File: config.mk
export PLATFORM = sky130hd
export DESIGN_NAME = alu_seq_flat
export DESIGN_NICKNAME = d
export VERILOG_FILES = /design/src/rtl/alu_seq_if.sv /design/src/rtl/alu_seq.sv /design/src/flat_wrapper.sv
export SDC_FILE = /design/constraint.sdc
export NUM_CORES = 1
export LEC_CHECK = 0
export ABC_CLOCK_PERIOD_IN_PS = 8100
export CORE_ASPECT_RATIO = 1.75
export CORE_UTILIZATION = 47
export DETAILED_ROUTE_END_ITERATION = 16
export GPL_TIMING_DRIVEN = 0
export PLACE_DENSITY = 0.73
export SETUP_SLACK_MARGIN = 0.2
export SLEW_MARGIN = 20
export SYNTH_ARGS = -nofsm -noshare
export SYNTH_HDL_FRONTEND = slang
export SYNTH_SLANG_ARGS = --single-unit
File: constraint.sdc
create_clock -name clk -period 8.1 [get_ports clk]
set_input_delay 0.81 -clock clk [delete_from_list [all_inputs] [get_ports clk]]
set_output_delay 0.81 -clock clk [all_outputs]
set_load 0.02 [all_outputs]
File: src/rtl/alu_seq_if.sv
// Request/result bus of the sequential calculator ALU.
// Build option: define ALU_SEQ_REMAINDER_EN to add the divide remainder signal.
interface alu_seq_if #(
  parameter int BCDdigits = 2
);
  localparam int W = BCDdigits * 4;

  logic           in_valid;
  logic           in_ready;
  logic [3:0]     operator;
  logic           op1_sign;
  logic           op2_sign;
  logic [W-1:0]   operand1;
  logic [W-1:0]   operand2;
  logic           out_valid;
  logic           out_ready;
  logic [2*W-1:0] result;
  logic           sign;
  logic [1:0]     err;
`ifdef ALU_SEQ_REMAINDER_EN
  logic [W-1:0]   remainder;
`endif

`ifdef ALU_SEQ_REMAINDER_EN
  modport master (
    output in_valid, operator, op1_sign, op2_sign, operand1, operand2, out_ready,
    input  in_ready, out_valid, result, sign, err, remainder
  );
  modport slave (
    input  in_valid, operator, op1_sign, op2_sign, operand1, operand2, out_ready,
    output in_ready, out_valid, result, sign, err, remainder
  );
`else
  modport master (
    output in_valid, operator, op1_sign, op2_sign, operand1, operand2, out_ready,
    input  in_ready, out_valid, result, sign, err
  );
  modport slave (
    input  in_valid, operator, op1_sign, op2_sign, operand1, operand2, out_ready,
    output in_ready, out_valid, result, sign, err
  );
`endif
endinterface

File: src/rtl/alu_seq.sv
// Multi-cycle signed-magnitude ALU: add/sub in one cycle, iterative shift-add
// multiply and restoring divide over W = BCDdigits*4 steps.
// Build option: ALU_SEQ_REMAINDER_EN exposes the divide remainder on the bus.
module alu_seq #(
  parameter int         BCDdigits = 2,
  parameter logic [3:0] PLUS      = 4'd10,
  parameter logic [3:0] SUBTRACT  = 4'd11,
  parameter logic [3:0] MUL       = 4'd12,
  parameter logic [3:0] DIV       = 4'd13
) (
  input  logic     clk,
  input  logic     reset,
  alu_seq_if.slave bus
);
  localparam int W  = BCDdigits * 4;
  localparam int CW = $clog2(W) + 1;

  typedef enum logic [1:0] {S_IDLE, S_MUL, S_DIV, S_DONE} state_t;

  state_t         state_q, state_d;
  logic [CW-1:0]  cnt_q, cnt_d;
  logic [2*W-1:0] mcand_q, mcand_d;
  logic [W-1:0]   mplier_q, mplier_d;
  logic [2*W-1:0] acc_q, acc_d;
  logic [W-1:0]   quo_q, quo_d;
  logic [W-1:0]   dvsr_q, dvsr_d;
  logic [W-1:0]   rem_q, rem_d;
  logic           psign_q, psign_d;
  logic [2*W-1:0] result_q, result_d;
  logic           sign_q, sign_d;
  logic [1:0]     err_q, err_d;
`ifdef ALU_SEQ_REMAINDER_EN
  logic [W-1:0]   remo_q, remo_d;
`endif

  logic           accept;
  logic           last;
  logic [2*W-1:0] acc_step;
  logic [W:0]     div_shift;
  logic [W-1:0]   rem_new;
  logic [W-1:0]   quo_new;
  logic [2*W:0]   addsub_res;

  // A zero magnitude never carries a negative sign.
  function automatic logic fix_sign(input logic s, input logic [2*W-1:0] mag);
    return s & (mag != '0);
  endfunction

  // Signed-magnitude addition; returns {sign, magnitude}.
  function automatic logic [2*W:0] addsub(input logic s1, input logic s2,
                                          input logic [W-1:0] a, input logic [W-1:0] b);
    logic [2*W-1:0] ae, be, mag;
    logic           s;
    ae = {{W{1'b0}}, a};
    be = {{W{1'b0}}, b};
    if (s1 == s2) begin
      mag = ae + be;
      s   = s1;
    end else if (a >= b) begin
      mag = ae - be;
      s   = s1;
    end else begin
      mag = be - ae;
      s   = s2;
    end
    return {fix_sign(s, mag), mag};
  endfunction

  assign accept = (state_q == S_IDLE) && bus.in_valid;
  assign last   = (cnt_q == CW'(W - 1));

  // State register; reset aborts any operation in flight.
  always_ff @(posedge clk) begin
    if (reset) state_q <= S_IDLE;
    else       state_q <= state_d;
  end

  // Next-state decode.
  always_comb begin
    state_d = state_q;
    case (state_q)
      S_IDLE: begin
        if (bus.in_valid) begin
          case (bus.operator)
            MUL:     state_d = S_MUL;
            DIV:     state_d = (bus.operand2 != '0) ? S_DIV : S_DONE;
            default: state_d = S_DONE;
          endcase
        end
      end
      S_MUL:   if (last) state_d = S_DONE;
      S_DIV:   if (last) state_d = S_DONE;
      S_DONE:  if (bus.out_ready) state_d = S_IDLE;
      default: state_d = S_IDLE;
    endcase
  end

  // Handshake outputs decoded from the state.
  always_comb begin
    bus.in_ready  = (state_q == S_IDLE);
    bus.out_valid = (state_q == S_DONE);
  end

  // One shift-add step and one restoring-division step, computed every cycle.
  always_comb begin
    acc_step  = acc_q + (mplier_q[0] ? mcand_q : '0);
    div_shift = {rem_q, quo_q[W-1]};
    if (div_shift >= {1'b0, dvsr_q}) begin
      rem_new = W'(div_shift - {1'b0, dvsr_q});
      quo_new = {quo_q[W-2:0], 1'b1};
    end else begin
      rem_new = div_shift[W-1:0];
      quo_new = {quo_q[W-2:0], 1'b0};
    end
    addsub_res = addsub(bus.op1_sign,
                        (bus.operator == SUBTRACT) ? ~bus.op2_sign : bus.op2_sign,
                        bus.operand1, bus.operand2);
  end

  // Datapath next-state: capture on accept, iterate, latch the result into DONE.
  always_comb begin
    cnt_d    = cnt_q;
    mcand_d  = mcand_q;
    mplier_d = mplier_q;
    acc_d    = acc_q;
    quo_d    = quo_q;
    dvsr_d   = dvsr_q;
    rem_d    = rem_q;
    psign_d  = psign_q;
    result_d = result_q;
    sign_d   = sign_q;
    err_d    = err_q;
`ifdef ALU_SEQ_REMAINDER_EN
    remo_d   = remo_q;
`endif
    case (state_q)
      S_IDLE: begin
        if (accept) begin
          cnt_d    = '0;
          mcand_d  = {{W{1'b0}}, bus.operand1};
          mplier_d = bus.operand2;
          acc_d    = '0;
          quo_d    = bus.operand1;
          dvsr_d   = bus.operand2;
          rem_d    = '0;
          psign_d  = bus.op1_sign ^ bus.op2_sign;
          case (bus.operator)
            PLUS, SUBTRACT: begin
              result_d = addsub_res[2*W-1:0];
              sign_d   = addsub_res[2*W];
              err_d    = 2'd0;
`ifdef ALU_SEQ_REMAINDER_EN
              remo_d   = '0;
`endif
            end
            MUL, DIV: begin
              if (bus.operator == DIV && bus.operand2 == '0) begin
                result_d = '0;
                sign_d   = 1'b0;
                err_d    = 2'd1;
`ifdef ALU_SEQ_REMAINDER_EN
                remo_d   = '0;
`endif
              end
            end
            default: begin
              result_d = '0;
              sign_d   = 1'b0;
              err_d    = 2'd2;
`ifdef ALU_SEQ_REMAINDER_EN
              remo_d   = '0;
`endif
            end
          endcase
        end
      end
      S_MUL: begin
        acc_d    = acc_step;
        mcand_d  = {mcand_q[2*W-2:0], 1'b0};
        mplier_d = {1'b0, mplier_q[W-1:1]};
        cnt_d    = cnt_q + 1'b1;
        if (last) begin
          cnt_d    = '0;
          result_d = acc_step;
          sign_d   = fix_sign(psign_q, acc_step);
          err_d    = 2'd0;
`ifdef ALU_SEQ_REMAINDER_EN
          remo_d   = '0;
`endif
        end
      end
      S_DIV: begin
        rem_d = rem_new;
        quo_d = quo_new;
        cnt_d = cnt_q + 1'b1;
        if (last) begin
          cnt_d    = '0;
          result_d = {{W{1'b0}}, quo_new};
          sign_d   = fix_sign(psign_q, {{W{1'b0}}, quo_new});
          err_d    = 2'd0;
`ifdef ALU_SEQ_REMAINDER_EN
          remo_d   = rem_new;
`endif
        end
      end
      default: ;
    endcase
  end

  // Visible results and the step counter are cleared by reset.
  always_ff @(posedge clk) begin
    if (reset) begin
      cnt_q    <= '0;
      result_q <= '0;
      sign_q   <= 1'b0;
      err_q    <= 2'd0;
`ifdef ALU_SEQ_REMAINDER_EN
      remo_q   <= '0;
`endif
    end else begin
      cnt_q    <= cnt_d;
      result_q <= result_d;
      sign_q   <= sign_d;
      err_q    <= err_d;
`ifdef ALU_SEQ_REMAINDER_EN
      remo_q   <= remo_d;
`endif
    end
  end

  // Working registers of the iterative units; always loaded before use.
  always_ff @(posedge clk) begin
    mcand_q  <= mcand_d;
    mplier_q <= mplier_d;
    acc_q    <= acc_d;
    quo_q    <= quo_d;
    dvsr_q   <= dvsr_d;
    rem_q    <= rem_d;
    psign_q  <= psign_d;
  end

  assign bus.result = result_q;
  assign bus.sign   = sign_q;
  assign bus.err    = err_q;
`ifdef ALU_SEQ_REMAINDER_EN
  assign bus.remainder = remo_q;
`endif

endmodule

File: src/flat_wrapper.sv
// flat-port wrapper written by rule: the top's interface ports become plain ports
module alu_seq_flat 
#(
  parameter int         BCDdigits = 2,
  parameter logic [3:0] PLUS      = 4'd10,
  parameter logic [3:0] SUBTRACT  = 4'd11,
  parameter logic [3:0] MUL       = 4'd12,
  parameter logic [3:0] DIV       = 4'd13
)
  (clk, reset, bus_in_valid, bus_operator, bus_op1_sign, bus_op2_sign, bus_operand1, bus_operand2, bus_out_ready, bus_in_ready, bus_out_valid, bus_result, bus_sign, bus_err);
  alu_seq_if #(.BCDdigits(BCDdigits)) bus_i ();
  input  logic clk;
  input  logic reset;
  input wire logic [$bits(bus_i.in_valid)-1:0] bus_in_valid;
  input wire logic [$bits(bus_i.operator)-1:0] bus_operator;
  input wire logic [$bits(bus_i.op1_sign)-1:0] bus_op1_sign;
  input wire logic [$bits(bus_i.op2_sign)-1:0] bus_op2_sign;
  input wire logic [$bits(bus_i.operand1)-1:0] bus_operand1;
  input wire logic [$bits(bus_i.operand2)-1:0] bus_operand2;
  input wire logic [$bits(bus_i.out_ready)-1:0] bus_out_ready;
  output wire logic [$bits(bus_i.in_ready)-1:0] bus_in_ready;
  output wire logic [$bits(bus_i.out_valid)-1:0] bus_out_valid;
  output wire logic [$bits(bus_i.result)-1:0] bus_result;
  output wire logic [$bits(bus_i.sign)-1:0] bus_sign;
  output wire logic [$bits(bus_i.err)-1:0] bus_err;
  assign bus_i.in_valid = bus_in_valid;
  assign bus_i.operator = bus_operator;
  assign bus_i.op1_sign = bus_op1_sign;
  assign bus_i.op2_sign = bus_op2_sign;
  assign bus_i.operand1 = bus_operand1;
  assign bus_i.operand2 = bus_operand2;
  assign bus_i.out_ready = bus_out_ready;
  assign bus_in_ready = bus_i.in_ready;
  assign bus_out_valid = bus_i.out_valid;
  assign bus_result = bus_i.result;
  assign bus_sign = bus_i.sign;
  assign bus_err = bus_i.err;
  alu_seq #(.BCDdigits(BCDdigits), .PLUS(PLUS), .SUBTRACT(SUBTRACT), .MUL(MUL), .DIV(DIV)) u_core (.clk(clk), .reset(reset), .bus(bus_i));
endmodule
==> impl.org, run 1 <==
** STA
- Max-slew violation count :: 0
- Minimum period implied by the final worst setup slack :: 4.07 ns
- RSZ-0062 raised after global routing :: no
- Highest attainable clock frequency :: between 200 and 250 MHz
- Fin Clk Skew :: 0.00786 ns
- Final hold viol count :: 0
- Least-Margin Pin Slew :: 0.966 ns
- Portion of the clock cycle consumed by the worst path in the final layout :: 50.3%
- Setup violations remaining at the end of the flow were counted as 0.
- Final hold slack :: 0.470 ns
- Adding up every negative setup slack in the final design gives 0 ns.
- Relative slew slack :: 35.1%

** Synthesis
- Number of synthesized register bits :: 90
- Synth Area per Inst :: 9.63 sq um
- Most used flip-flop cell after synthesis :: sky130_fd_sc_hd__edfxtp_1
- Register area share after synthesis :: 40.0%
- Counting flops with a built-in enable in the synthesized netlist gives 65.
- Share of flip-flops with an asynchronous set or reset after synthesis :: 0%
- In the post-synthesis netlist, the biggest area contributors are sky130_fd_sc_hd__edfxtp_1, sky130_fd_sc_hd__ha_1, sky130_fd_sc_hd__dfxtp_1, sky130_fd_sc_hd__nand2_1, sky130_fd_sc_hd__and2_1.
- In this run the cell area of the synthesized design comes to ~6100 sq um.
- Number of warnings reported in the yosys synthesis log :: 0
- Cell type with the highest aggregate area in the netlist :: sky130_fd_sc_hd__edfxtp_1
- Portion of synthesized cell area occupied by the leading cell type :: 31.8%
- Gate count after technology mapping :: around 640
- Number of distinct standard cells referenced by the synthesized netlist :: 78
- Synthesized netlist net count :: 720

** Clock tree
- The tree is rooted in a sky130_fd_sc_hd__clkbuf_16.
- Clock tree synthesis inserted a total of 9 buffers.
- Number of clock sinks seen by CTS :: 90
- TritonCTS clock tree :: built
- CTS built an H-tree with a depth of 3.
- Hold repair after CTS inserted 0 buffers.
- Post-CTS sizing :: 0
- Clock-pin slew was measured on the worst setup and hold paths at 0.07 ns.
- Counting along the longest clock path gives a buffer depth of 2.
- Once the clock tree was built, the setup fixing pass inserted 0 buffers.
- Clock insertion delay at the later pin of the skew report :: 0.34 ns

** Floorplan
- Full die area :: between 10,000 and 15,000 sq um
- Standard-cell rows :: 54
- From bottom edge to top edge, the die measures 153 um.
- In this run the horizontal extent of the chip is 88.4 um.
- Top-level port count :: 47
- Total core area :: 12,600 sq um
- Initial standard-cell utilization of the core :: 48.8%

** Setup path
- Required time of the critical path :: 8.37 ns
- Slowest-stage cell, CP :: sky130_fd_sc_hd__clkdlybuf4s50_1
- The largest single stage delay on the critical path is just under 0.8 ns.
- Data arrives at the worst endpoint at around 4.3 ns.
- Critical path startpoint category :: primary input
- Highest net fanout along the worst path :: 8
- The setup check on the worst reg-to-reg path leaves a slack of 4.58 ns.
- Nature of the critical path endpoint :: register
- Traced cell by cell, the critical path runs through clkdlybuf4s50_1 -> inv_1 -> ha_1 -> nor2b_1 -> o21ai_2 -> a211oi_4 -> nor2_1 -> a311oi_1 -> a21oi_1 -> xor2_1 -> o41a_1 -> a211oi_2.
- The worst setup path is of the primary input to register kind.

** Finish
- After the last flow step, the layout net total stands at approximately 800.
- Synthesis-to-layout area growth :: 16.6%
- Diode insertion count for antenna repair :: 0
- The finished cells cover 7160 sq um.
- In the final layout, the share of cells above drive strength 1 is 8.29%.

** Place
- Count of port buffers added during placement :: 45
- Standard cell area after detailed placement :: 6850 sq um
- Detailed placement ended at an HPWL of around 13,000 um.
- Final estimated routing congestion in global placement :: 0.968

** Global route
- Aggregate global routing overflow :: 0
- Entering global routing, the biggest net connects 25 pins.
- The number of antenna violations at the first check in global routing is 0.
- The number of global-route vias before repair is 5,274.
- Global-route wire length before repair :: 26,800 um
- In the global route stage, overall resource usage came out at 26.3%.

** Run status
- The run finished with clean final reports.

** Power and ir drop
- Static leakage :: 2.89 nW
- Peak VDD IR :: 0.145 mV
- Areal power density over the cells :: 389 nW/um^2

** Drt
- After detailed routing, the number of remaining DRC violations is 0.
- DRT iter0 DRCs :: 348
- After detailed routing, the average wire length per cell comes to 19.3 um.
- The detailed router placed 5,064 vias in this run.
- Aggregate routed wire length :: between 15,000 and 20,000 um
- The detail route stage leaves a number of antenna-violating nets equal to 0.
- Using the TritonRoute via totals, the vias-per-cell ratio works out to 5.83.
- First-pass iteration count of the detailed router :: 5

** Job
- Number of maximum-capacitance violations :: 0

** Worst hold path
- Min-Delay Path Class :: register to register
==> layer usage <==
layer | GRT usage [%] | wire (um) | vias to the layer above
met4 | 15.9 | 1040 | 0
met2 | 48.9 | 9240 | 161
li1 | - | - | 2394
met5 | 0 | 0 | -
met3 | 2.75 | 488 | 59
met1 | 27.2 | 6020 | 2450
==> flip-flops by register name, indices dropped and copies added, names as in the netlist <==
signal,cells
u_core.bus.sign,1
u_core.bus.err,2
u_core.state_q,2
u_core.mplier_q,8
u_core.rem_q,8
u_core.dvsr_q,8
u_core.psign_q,1
u_core.mcand_q,16
u_core.cnt_q,4
u_core.quo_q,8
u_core.bus.result,16
u_core.acc_q,16
==> layout make-up <==
type                    count  area [sq um]
clock inverters             7          81.3
flip-flops and latches     90          2450
well taps                 168           210
fillers                  1139          5410
plain buffers              24           135
repair buffers             47           489
inverters                  46           173
multi-input cells         477          3390
clock buffers               9           225
==> worst max-delay path, delay by kind of cell <==
kind	cells	cell delay (ns)
adder cells (fa/ha/maj)	1	0.42
buffers and inverters	2	1.07
XOR/XNOR	1	0.17
AND/OR/NAND/NOR	2	0.32
AO/OA/AOI/OAI	6	1.56
==> cells in the mapped netlist (4+ instances only) <==
cell type and instances:
sky130_fd_sc_hd__o21ai_0 39, sky130_fd_sc_hd__o21ai_1 5, sky130_fd_sc_hd__a211oi_1 13, sky130_fd_sc_hd__nor3_1 17, sky130_fd_sc_hd__a21oi_1 25, sky130_fd_sc_hd__nand3_1 7
sky130_fd_sc_hd__nand2_1 63, sky130_fd_sc_hd__dfxtp_1 25, sky130_fd_sc_hd__fa_1 5, sky130_fd_sc_hd__xnor2_1 18, sky130_fd_sc_hd__mux2i_1 8, sky130_fd_sc_hd__and2_1 36
sky130_fd_sc_hd__nor2_1 59, sky130_fd_sc_hd__xor2_1 8, sky130_fd_sc_hd__o21bai_1 4, sky130_fd_sc_hd__nor2b_1 4, sky130_fd_sc_hd__a221oi_1 6, sky130_fd_sc_hd__clkbuf_1 15
sky130_fd_sc_hd__nand2b_1 7, sky130_fd_sc_hd__edfxtp_1 65, sky130_fd_sc_hd__a21o_1 9, sky130_fd_sc_hd__nor4_1 6, sky130_fd_sc_hd__o21a_1 5, sky130_fd_sc_hd__a31oi_1 6
sky130_fd_sc_hd__ha_1 52, sky130_fd_sc_hd__nand4_1 4, sky130_fd_sc_hd__inv_1 45
==> cell families after synthesis <==
group	Yosys count	share of synthesized area [%]
and+or+nand+nor	222	17.8
AOI/OAI and AO/OA	161	19.1
DFF	90	40.0
buffers and inverters	70	5.02
adders and majority gates	57	12.2
xor gates and xnor gates	29	4.51
muxes	8	1.30
==> final timing paths <==
| path | startpoint | to | cells past startpoint |
|---|---|---|---|
| max | bus_operand2[1] | u_core.bus.result[7]$_SDFFE_PP0P_ | 12 |
| max reg2reg | u_core.mplier_q[0]$_DFFE_PP_ | u_core.bus.sign$_SDFFE_PP0P_ | 12 |
| min | u_core.bus.err[1]$_SDFFE_PP0P_ | u_core.bus.err[1]$_SDFFE_PP0P_ | 2 |
| min reg2reg | u_core.bus.err[1]$_SDFFE_PP0P_ | u_core.bus.err[1]$_SDFFE_PP0P_ | 2 |
==> placed cells by master (no fill, tap or decap), types with 4 or more instances in the layout <==
cell type	synthesis	layout
sky130_fd_sc_hd__nand4_1	4	4
sky130_fd_sc_hd__a211oi_1	13	13
sky130_fd_sc_hd__nor2b_1	4	4
sky130_fd_sc_hd__fa_1	5	5
sky130_fd_sc_hd__dfxtp_1	25	25
sky130_fd_sc_hd__o21ai_1	5	5
sky130_fd_sc_hd__a21o_1	9	9
sky130_fd_sc_hd__ha_1	52	52
sky130_fd_sc_hd__and2_1	36	36
sky130_fd_sc_hd__nor4_1	6	6
sky130_fd_sc_hd__mux2i_1	8	8
sky130_fd_sc_hd__xnor2_1	18	18
sky130_fd_sc_hd__o21ai_0	39	37
sky130_fd_sc_hd__a221oi_1	6	6
sky130_fd_sc_hd__nor2_1	59	59
sky130_fd_sc_hd__inv_1	45	45
sky130_fd_sc_hd__a21oi_1	25	25
sky130_fd_sc_hd__a31oi_1	6	6
sky130_fd_sc_hd__o21bai_1	4	4
sky130_fd_sc_hd__xor2_1	8	8
sky130_fd_sc_hd__edfxtp_1	65	65
sky130_fd_sc_hd__clkdlybuf4s50_1	0	45
sky130_fd_sc_hd__nand2b_1	7	7
sky130_fd_sc_hd__nand2_1	63	63
sky130_fd_sc_hd__clkbuf_16	0	9
sky130_fd_sc_hd__inv_6	0	4
sky130_fd_sc_hd__clkbuf_1	15	15
sky130_fd_sc_hd__o21a_1	5	5
sky130_fd_sc_hd__nand3_1	7	7
sky130_fd_sc_hd__nor3_1	17	17
==> through the flow <==
step	utilization (%)	power, mW	worst slack (ns)	cells
2_1_floorplan	-	1.90	3.83	637
3_3_place_gp	54.1	2.27	2.41	850
3_5_place_dp	54.5	2.33	3.73	852
4_1_cts	57.0	2.78	4.07	868
5_1_grt	57.0	2.96	3.88	868
6_report	57.0	2.78	4.03	868
==> power breakdown <==
part / switching (mW) / internal (mW) / leakage, nW / total (mW)
logic: 0.923 / 0.588 / 1.90 / 1.51
clock network: 0.194 / 0.245 / 0.149 / 0.439
registers: 0.0940 / 0.741 / 0.839 / 0.835
total: 1.21 / 1.57 / 2.89 / 2.78
(Power assumes the default switching activity.)
==> run 2, diff against run 1 <==
--- a/config.mk
+++ b/config.mk
@@ -5,12 +5,12 @@
 export SDC_FILE = /design/constraint.sdc
 export NUM_CORES = 1
 export LEC_CHECK = 0
-export ABC_CLOCK_PERIOD_IN_PS = 8100
+export ABC_CLOCK_PERIOD_IN_PS = 3600
 export CORE_ASPECT_RATIO = 1.75
 export CORE_UTILIZATION = 47
 export DETAILED_ROUTE_END_ITERATION = 16
 export GPL_TIMING_DRIVEN = 0
-export PLACE_DENSITY = 0.73
+export PLACE_DENSITY = 0.76
 export SETUP_SLACK_MARGIN = 0.2
 export SLEW_MARGIN = 20
 export SYNTH_ARGS = -nofsm -noshare
==> constraint.sdc (replaced) <==
create_clock -name clk -period 3.6 [get_ports clk]
set_input_delay 0.36 -clock clk [delete_from_list [all_inputs] [get_ports clk]]
set_output_delay 0.36 -clock clk [all_outputs]
set_load 0.02 [all_outputs]
==> run 2 against run 1 <==
Against the previous run: final cell count increased by 0.35%; clock power increased by 130%; critical path depth increased by 1; critical endpoint unchanged; highest routed layer unchanged; largest power group unchanged; worst hold slack got worse by 0.23 ns; flip-flop and latch count unchanged; global-route usage increased by 0.40 points; worst setup slack got worse by 3.7 ns; first-iteration DRC count increased by 0.29%; via count decreased by 0.26%; sequential share of layout area decreased by 0.54 points; combinational power increased by 140%; die area unchanged.
==> impl.org, run 2 (synthesis gave the netlist of run 1 again) <==
** Power and ir drop
- The post-layout total power is 6.44 mW (+130%).
- Areal power density over the cells :: 886 nW/um^2 (+130%)
- Peak VDD IR :: 0.353 mV (+140%)
- Static leakage :: 2.95 nW (+2.2%)

** Drt
- The amount of wire on met3 after detailed routing was 606 um (+24%).
- The iteration count of the initial detailed-routing pass was 5 (unchanged).
- Count of antenna-violating nets left after detailed routing :: 0 (unchanged)
- M1 WL :: 5990 um (-0.60%)
- Vias per Instance :: 5.80 (-0.60%)
- Wire length per cell :: 19.6 um (+1.5%)
- The via count of the routed design is 5,051 (-0.26%).
- DRT iter0 DRCs :: 349 (+0.29%)
- Met2 WL :: 9590 um (+3.8%)
- In this run the top signal layer used is met4.
- The post-detailed-route DRC marker count is 0 (unchanged).
- Aggregate routed wire length :: 17,100 um (+1.8%)

** Global route
- Initial antenna violation count :: 0 (unchanged)
- The pin count of the biggest net entering global routing is 25 (unchanged).
- The first-pass GRT wire length was 27,200 um (+1.5%).
- Aggregate global routing overflow :: 0 (unchanged)
- Total Routing Usage GR :: 26.7% (+0.40 points)
- The number of global-route vias before repair came to 5,352 (+1.5%).

** Clock tree
- Total number of H-tree levels :: 3 (unchanged)
- The total CTS buffers is 9 (unchanged).
- Reg clk slew, reported paths :: 0.07 ns (about the same)
- The worst-skew pair later-pin latency is 0.35 ns (about the same).
- The number of clock sinks was 90 (unchanged).
- Buffer depth of the longest clock path :: 2 (unchanged)
- The tree is rooted in a sky130_fd_sc_hd__clkbuf_16.
- TritonCTS built the clock tree.

** Place
- Half-perimeter wire length after placement :: 13,700 um (+2.6%)
- The post-placement worst setup slack came to -0.241 ns (-3.97 ns).
- The number of buffers added on ports was 45 (unchanged).
- The total instance count after detailed placement was 852 (unchanged).
- The weighted congestion at the end of routability-driven global placement came to 0.901 (-6.9%).
- The placement-stage cell area came to 6850 sq um (unchanged).

** Finish
- The end-of-flow core utilization was 57.9% (+0.91 points).
- The diode insertion count for antenna repair came to 0 (unchanged).
- The area taken by flip-flops and latches is 2450 sq um (unchanged).
- Commonest cells after routing, fill and taps aside :: sky130_fd_sc_hd__edfxtp_1, sky130_fd_sc_hd__nand2_1, sky130_fd_sc_hd__nor2_1, sky130_fd_sc_hd__ha_1, sky130_fd_sc_hd__inv_1
- Leaving out fill and tap cells, the most frequent cell in the layout is sky130_fd_sc_hd__edfxtp_1.
- The number of standard cells in the layout, taps in and fillers out came to 871 (+0.35%).
- Share of cells above drive strength 1 :: 10.7% (+2.4 points)
- Final net count :: 781 (+0.39%)
- The count of fill cells added during filler insertion was 1,120 (-1.7%).
- Relative to the synthesized area, the layout overhead comes to 18.5%.
- The final instance area came to 7270 sq um (+1.6%).
- Multi-input logic area :: 3470 sq um (+2.3%)

** STA
- For this run, the top clock speed supported by timing is between 300 and 400 MHz.
- The relative slew slack came to 33.3% (-1.8 points).
- The number of hold violations in the final report is 0 (unchanged).
- Fin Clk Skew :: 0.00940 ns (+0.00155 ns)
- Final setup TNS :: 0 ns (unchanged)
- The final count of negative-setup-slack endpoints came to 0 (unchanged).
- The slew of the pin with the lowest slew margin was 0.993 ns (+0.0270 ns).
- Final hold slack :: 0.239 ns (-0.231 ns)
- Setup WS post-layout :: 0.321 ns (-3.71 ns)
- RSZ-0062 raised after global routing :: yes
- Portion of the clock cycle consumed by the worst path in the final layout :: 91.1%
- The worst path needs roughly 3.3 ns of the cycle, external delays included.
- The number of pins with negative max-slew slack in the final report came to 0 (unchanged).

** Setup path
- Highest net fanout along the worst path :: 8 (unchanged)
- Walking the worst path, the cells encountered are clkdlybuf4s50_1 -> inv_1 -> ha_1 -> buf_4 -> a21o_1 -> a21oi_4 -> a211oi_4 -> nor2_1 -> a311oi_1 -> a21oi_1 -> xor2_1 -> o41a_1 -> a211oi_2.
- Grouping stages by cell kind, the critical path spends the most delay in compound AO/OA/AOI/OAI gates.
- Worst Path Class, Setup :: primary input to register
- Slowest-stage cell, CP :: sky130_fd_sc_hd__clkdlybuf4s50_1
- Critical path startpoint category :: primary input
- Required time of the critical path :: 3.87 ns (-4.50 ns)
- Nature of the critical path endpoint :: register
- Number of buffers and inverters on the critical path :: 3 (+1)
- Arr. time, crit path :: 3.55 ns (-0.79 ns)
- Delay of the slowest cell on the worst path :: 0.59 ns (-0.20 ns)

** Floorplan
- The full die area came to 13,500 sq um (unchanged).
- The effective utilization at floorplan is 48.8% (unchanged).
- Total core area :: 12,600 sq um (unchanged)
- The row count was 54 (unchanged).
- The horizontal die dimension came to 88.4 um (unchanged).
- The die height came to 153 um (unchanged).
- Top-level port count :: 47 (unchanged)

** Job
- Number of maximum-capacitance violations :: 0 (unchanged)

** Worst hold path
- The tightest min-delay check is of the primary input to register type.

** Run status
- Status :: finished clean
run 2: cell count changes in the layout (fill, tap and decap cells not counted), sizes merged:
cell / change
clkdlybuf4s50: -2
clkinvlp: -1
clkdlybuf4s15: +1
inv: +1
buf: +4
dlymetal6s2s: +1
clkbuf: -1
run 2: cell type report:
class | count | share of cell area (%)
Buffer | 24 | 1.91
Clock buffer | 9 | 3.10
Clock inverter | 7 | 1.20
Inverter | 46 | 2.37
Multi-Input combinational cell | 477 | 47.7
Sequential cell | 90 | 33.7
Tap cell | 168 | 2.89
Timing Repair Buffer | 50 | 7.07
run 2: timing repair:
item,CTS,global route
gates resized for setup,1,24
hold buffers,0,0
pin swaps,0,9
endpoints found under the setup margin,2,5
hold endpoints to repair,0,0
buffers inserted,1,2
gates cloned,0,0
run 2: metal layers:
layer	vias to the layer above	track usage (%)
met5	-	0
met3	50	3.62
li1	2410	-
met1	2417	27.3
met4	0	16.0
met2	174	49.5
run 2: power by group:
| part | internal (mW) | total (mW) | switching (mW) |
|---|---|---|---|
| clock | 0.559 | 1.00 | 0.445 |
| combinational | 1.40 | 3.56 | 2.16 |
| sequential | 1.67 | 1.88 | 0.215 |
run 2: final timing paths:
path                                  startpoint                                end  slack, ns  depth (start not counted)
setup / recovery                 bus_operand2[3]  u_core.bus.result[7]$_SDFFE_PP0P_       0.32                         13
hold / removal                             reset  u_core.bus.result[0]$_SDFFE_PP0P_       0.24                          2
setup reg to reg    u_core.mplier_q[0]$_DFFE_PP_       u_core.bus.sign$_SDFFE_PP0P_       0.35                         12
hold reg to reg   u_core.bus.err[1]$_SDFFE_PP0P_     u_core.bus.err[1]$_SDFFE_PP0P_       0.46                          2
==> run 3, diff against run 2 <==
--- a/config.mk
+++ b/config.mk
@@ -5,12 +5,12 @@
 export SDC_FILE = /design/constraint.sdc
 export NUM_CORES = 1
 export LEC_CHECK = 0
-export ABC_CLOCK_PERIOD_IN_PS = 3600
+export ABC_CLOCK_PERIOD_IN_PS = 3700
 export CORE_ASPECT_RATIO = 1.75
 export CORE_UTILIZATION = 47
 export DETAILED_ROUTE_END_ITERATION = 16
 export GPL_TIMING_DRIVEN = 0
-export PLACE_DENSITY = 0.76
+export PLACE_DENSITY = 0.73
 export SETUP_SLACK_MARGIN = 0.2
 export SLEW_MARGIN = 20
 export SYNTH_ARGS = -nofsm -noshare
==> constraint.sdc (replaced) <==
create_clock -name clk -period 3.7 [get_ports clk]
set_input_delay 0.37 -clock clk [delete_from_list [all_inputs] [get_ports clk]]
set_output_delay 0.37 -clock clk [all_outputs]
set_load 0.02 [all_outputs]
==> run 3 against run 2 <==
Against the previous run: via count shrank 0.83%; clock skew shrank 0.0052 ns; worst setup slack gained 0.021 ns; design area shrank 0.52%; largest cell class unchanged; final cell count shrank 0.11%; count of clock-buffer cells in the layout grew 1.
==> impl.org, run 3 (synthesis gave the netlist of run 1 again) <==
** Run status
- The flow ran to the end, and the final reports show no timing, DRC or antenna violations.

** Global route
- The routing usage on met3 was 3.67% (+0.054 points).
- The first-pass GRT wire length is 27,300 um (+0.61%).
- The number of global-route vias before repair was 5,261 (-1.7%).
- The met1 track demand over resource in global routing is 27.5% (+0.19 points).
- Total Routing Usage GR :: 26.9% (+0.17 points)
- Initial antenna violation count :: 0 (unchanged)
- GR peak layer :: met2
- The met2 capacity usage during global routing is 50.1% (+0.66 points).
- The pin count of the biggest net entering global routing is 23 (-8.0%).
- Aggregate global routing overflow :: 0 (unchanged)

** Drt
- DRC errors left :: 0 (unchanged)
- Vias per Instance :: 5.76 (-0.72%)
- Wire length per cell :: 19.6 um (about the same)
- First-pass iteration count of the detailed router :: 5 (unchanged)
- Vias :: 5,009 (-0.83%)
- The remaining number of nets flagged by the antenna check after routing is 0 (unchanged).
- The detailed-route wire length is 17,100 um (-0.18%).
- The detailed router's first-iteration violation count was 368 (+5.4%).

** Finish
- The total number of nets in the final design is 780 (-0.13%).
- The proportion of layout cells with a drive suffix above 1 is 9.83% (-0.84 points).
- The diode insertion count for antenna repair was 0 (unchanged).
- Leaving out fill and tap cells, the most frequent cell in the layout is sky130_fd_sc_hd__edfxtp_1.
- The top cell types in the final layout, fill and taps aside, are sky130_fd_sc_hd__edfxtp_1, sky130_fd_sc_hd__nand2_1, sky130_fd_sc_hd__nor2_1, sky130_fd_sc_hd__ha_1, sky130_fd_sc_hd__inv_1.
- Synthesis-to-layout area growth :: 17.9%
- Finished Cell Area :: 7230 sq um (-0.52%)

** Setup path
- Critical path startpoint category :: primary input
- Slowest-stage cell, CP :: sky130_fd_sc_hd__clkdlybuf4s50_1
- The data arrival time at the worst-slack endpoint is 3.63 ns (+0.08 ns).
- Worst Path Class, Setup :: primary input to register
- Number of buffers and inverters on the critical path :: 3 (unchanged)
- Required time of the critical path :: 3.97 ns (+0.10 ns)
- STA classifies the critical path endpoint as a register.
- Delay of the slowest cell on the worst path :: 0.60 ns (about the same)
- Walking the worst path, the cells encountered are clkdlybuf4s50_1 -> inv_1 -> ha_1 -> buf_4 -> and3_4 -> o21ai_2 -> a211oi_4 -> nor2_1 -> a311oi_1 -> a21oi_1 -> xor2_1 -> o41a_1 -> a211oi_2.
- Kind of cell adding the most delay to the critical path :: compound AO/OA/AOI/OAI gates
- Highest net fanout along the worst path :: 10 (+2)

** Clock tree
- The total CTS buffers came to 9 (unchanged).
- The H-tree depth came to 3 (unchanged).
- Clk root buf :: sky130_fd_sc_hd__clkbuf_16
- The worst-skew pair later-pin latency is 0.34 ns (about the same).
- TritonCTS built the clock tree.
- The maximum buffer depth of the clock tree was 2 (unchanged).
- The register clock-pin slew on the reported worst setup and hold paths is 0.06 ns (about the same).
- Number of clock sinks seen by CTS :: 90 (unchanged)

** Place
- The weighted congestion at the end of routability-driven global placement came to 0.935 (+3.7%).
- The half-perimeter wire length after placement came to 13,500 um (-1.5%).
- Pre-CTS setup slack :: -0.209 ns (+0.0317 ns)
- Standard cell area after detailed placement :: 6850 sq um (unchanged)
- Count of port buffers added during placement :: 45 (unchanged)

** STA
- The number of pins with negative max-slew slack in the final report is 0 (unchanged).
- Least-Margin Pin Slew :: 1.02 ns (+0.0243 ns)
- Portion of the clock cycle consumed by the worst path in the final layout :: 90.8%
- RSZ-0062 raised after global routing :: yes
- Final hold viol count :: 0 (unchanged)
- Static timing analysis puts the maximum clock frequency at a little under 300 MHz.
- Minimum period implied by the final worst setup slack :: 3.36 ns
- Relative slew slack :: 31.7% (-1.6 points)
- Final hold slack :: 0.253 ns (+0.0139 ns)
- The final count of negative-setup-slack endpoints came to 0 (unchanged).
- The worst clock skew on the final layout came to 0.00417 ns (-0.00523 ns).
- Setup WS post-layout :: 0.342 ns (+0.0212 ns)

** Floorplan
- Top-level port count :: 47 (unchanged)
- The full die area was 13,500 sq um (unchanged).
- The row count came to 54 (unchanged).
- The effective utilization at floorplan came to 48.8% (unchanged).
- The die height came to 153 um (unchanged).
- Total core area :: 12,600 sq um (unchanged)
- Die width :: 88.4 um (unchanged)

** Power and ir drop
- The maximum vdd ir drop was 0.337 mV (-4.4%).
- Areal power density over the cells :: 860 nW/um^2 (-3.0%)
- The post-layout total power came to 6.22 mW (-3.5%).
- The standby leakage power came to 2.91 nW (-1.2%).

** Worst hold path
- Min-Delay Path Class :: primary input to register

** Job
- Number of maximum-capacitance violations :: 0 (unchanged)
[run 3: stage by stage]
step | instances | util [%] | setup TNS [ns]
5_1_grt | 870 | 57.6 | 0
6_report | 870 | 57.6 | 0
3_3_place_gp | 850 | 54.1 | -14.60
4_1_cts | 868 | 56.9 | 0
2_1_floorplan | 637 | - | 0
3_5_place_dp | 852 | 54.5 | -0.329
[run 3: area by class of cell]
class	count	area, sq um
plain buffers	24	139
clock buffers	10	229
clock inverters	6	65.1
fillers	1151	5330
inverters	46	173
multi-input cells	477	3460
flip-flops and latches	90	2450
well taps	168	210
repair buffers	49	503
[run 3: metal layers]
metal / wire [um] / part of all wire [%]
met1: 6090 / 36
met2: 9570 / 56
met3: 583 / 3.4
met4: 829 / 4.9
met5: 0 / 0
[run 3: what timing repair did]
item / in CTS / in global routing
hold buffers: 0 / 0
gates resized for setup: 2 / 17
buffers inserted: 0 / 2
gates cloned: 0 / 0
pin swaps: 0 / 9
endpoints found under the setup margin: 2 / 2
[run 3: worst paths after layout]
| path | startpoint | to | slack [ns] | depth (start not counted) |
|---|---|---|---|---|
| max reg2reg | u_core.mplier_q[0]$_DFFE_PP_ | u_core.bus.sign$_SDFFE_PP0P_ | 0.34 | 13 |
| min reg2reg | u_core.bus.err[1]$_SDFFE_PP0P_ | u_core.bus.err[1]$_SDFFE_PP0P_ | 0.46 | 2 |
| max | bus_operand2[4] | u_core.bus.result[7]$_SDFFE_PP0P_ | 0.34 | 13 |
| min | reset | u_core.bus.result[0]$_SDFFE_PP0P_ | 0.25 | 2 |
[run 3: power breakdown]
| group | total, mW | internal, mW | switching [mW] |
|---|---|---|---|
| sequential | 1.84 | 1.62 | 0.216 |
| combinational | 3.45 | 1.37 | 2.09 |
| clock | 0.927 | 0.524 | 0.402 |
| total | 6.22 | 3.51 | 2.71 |
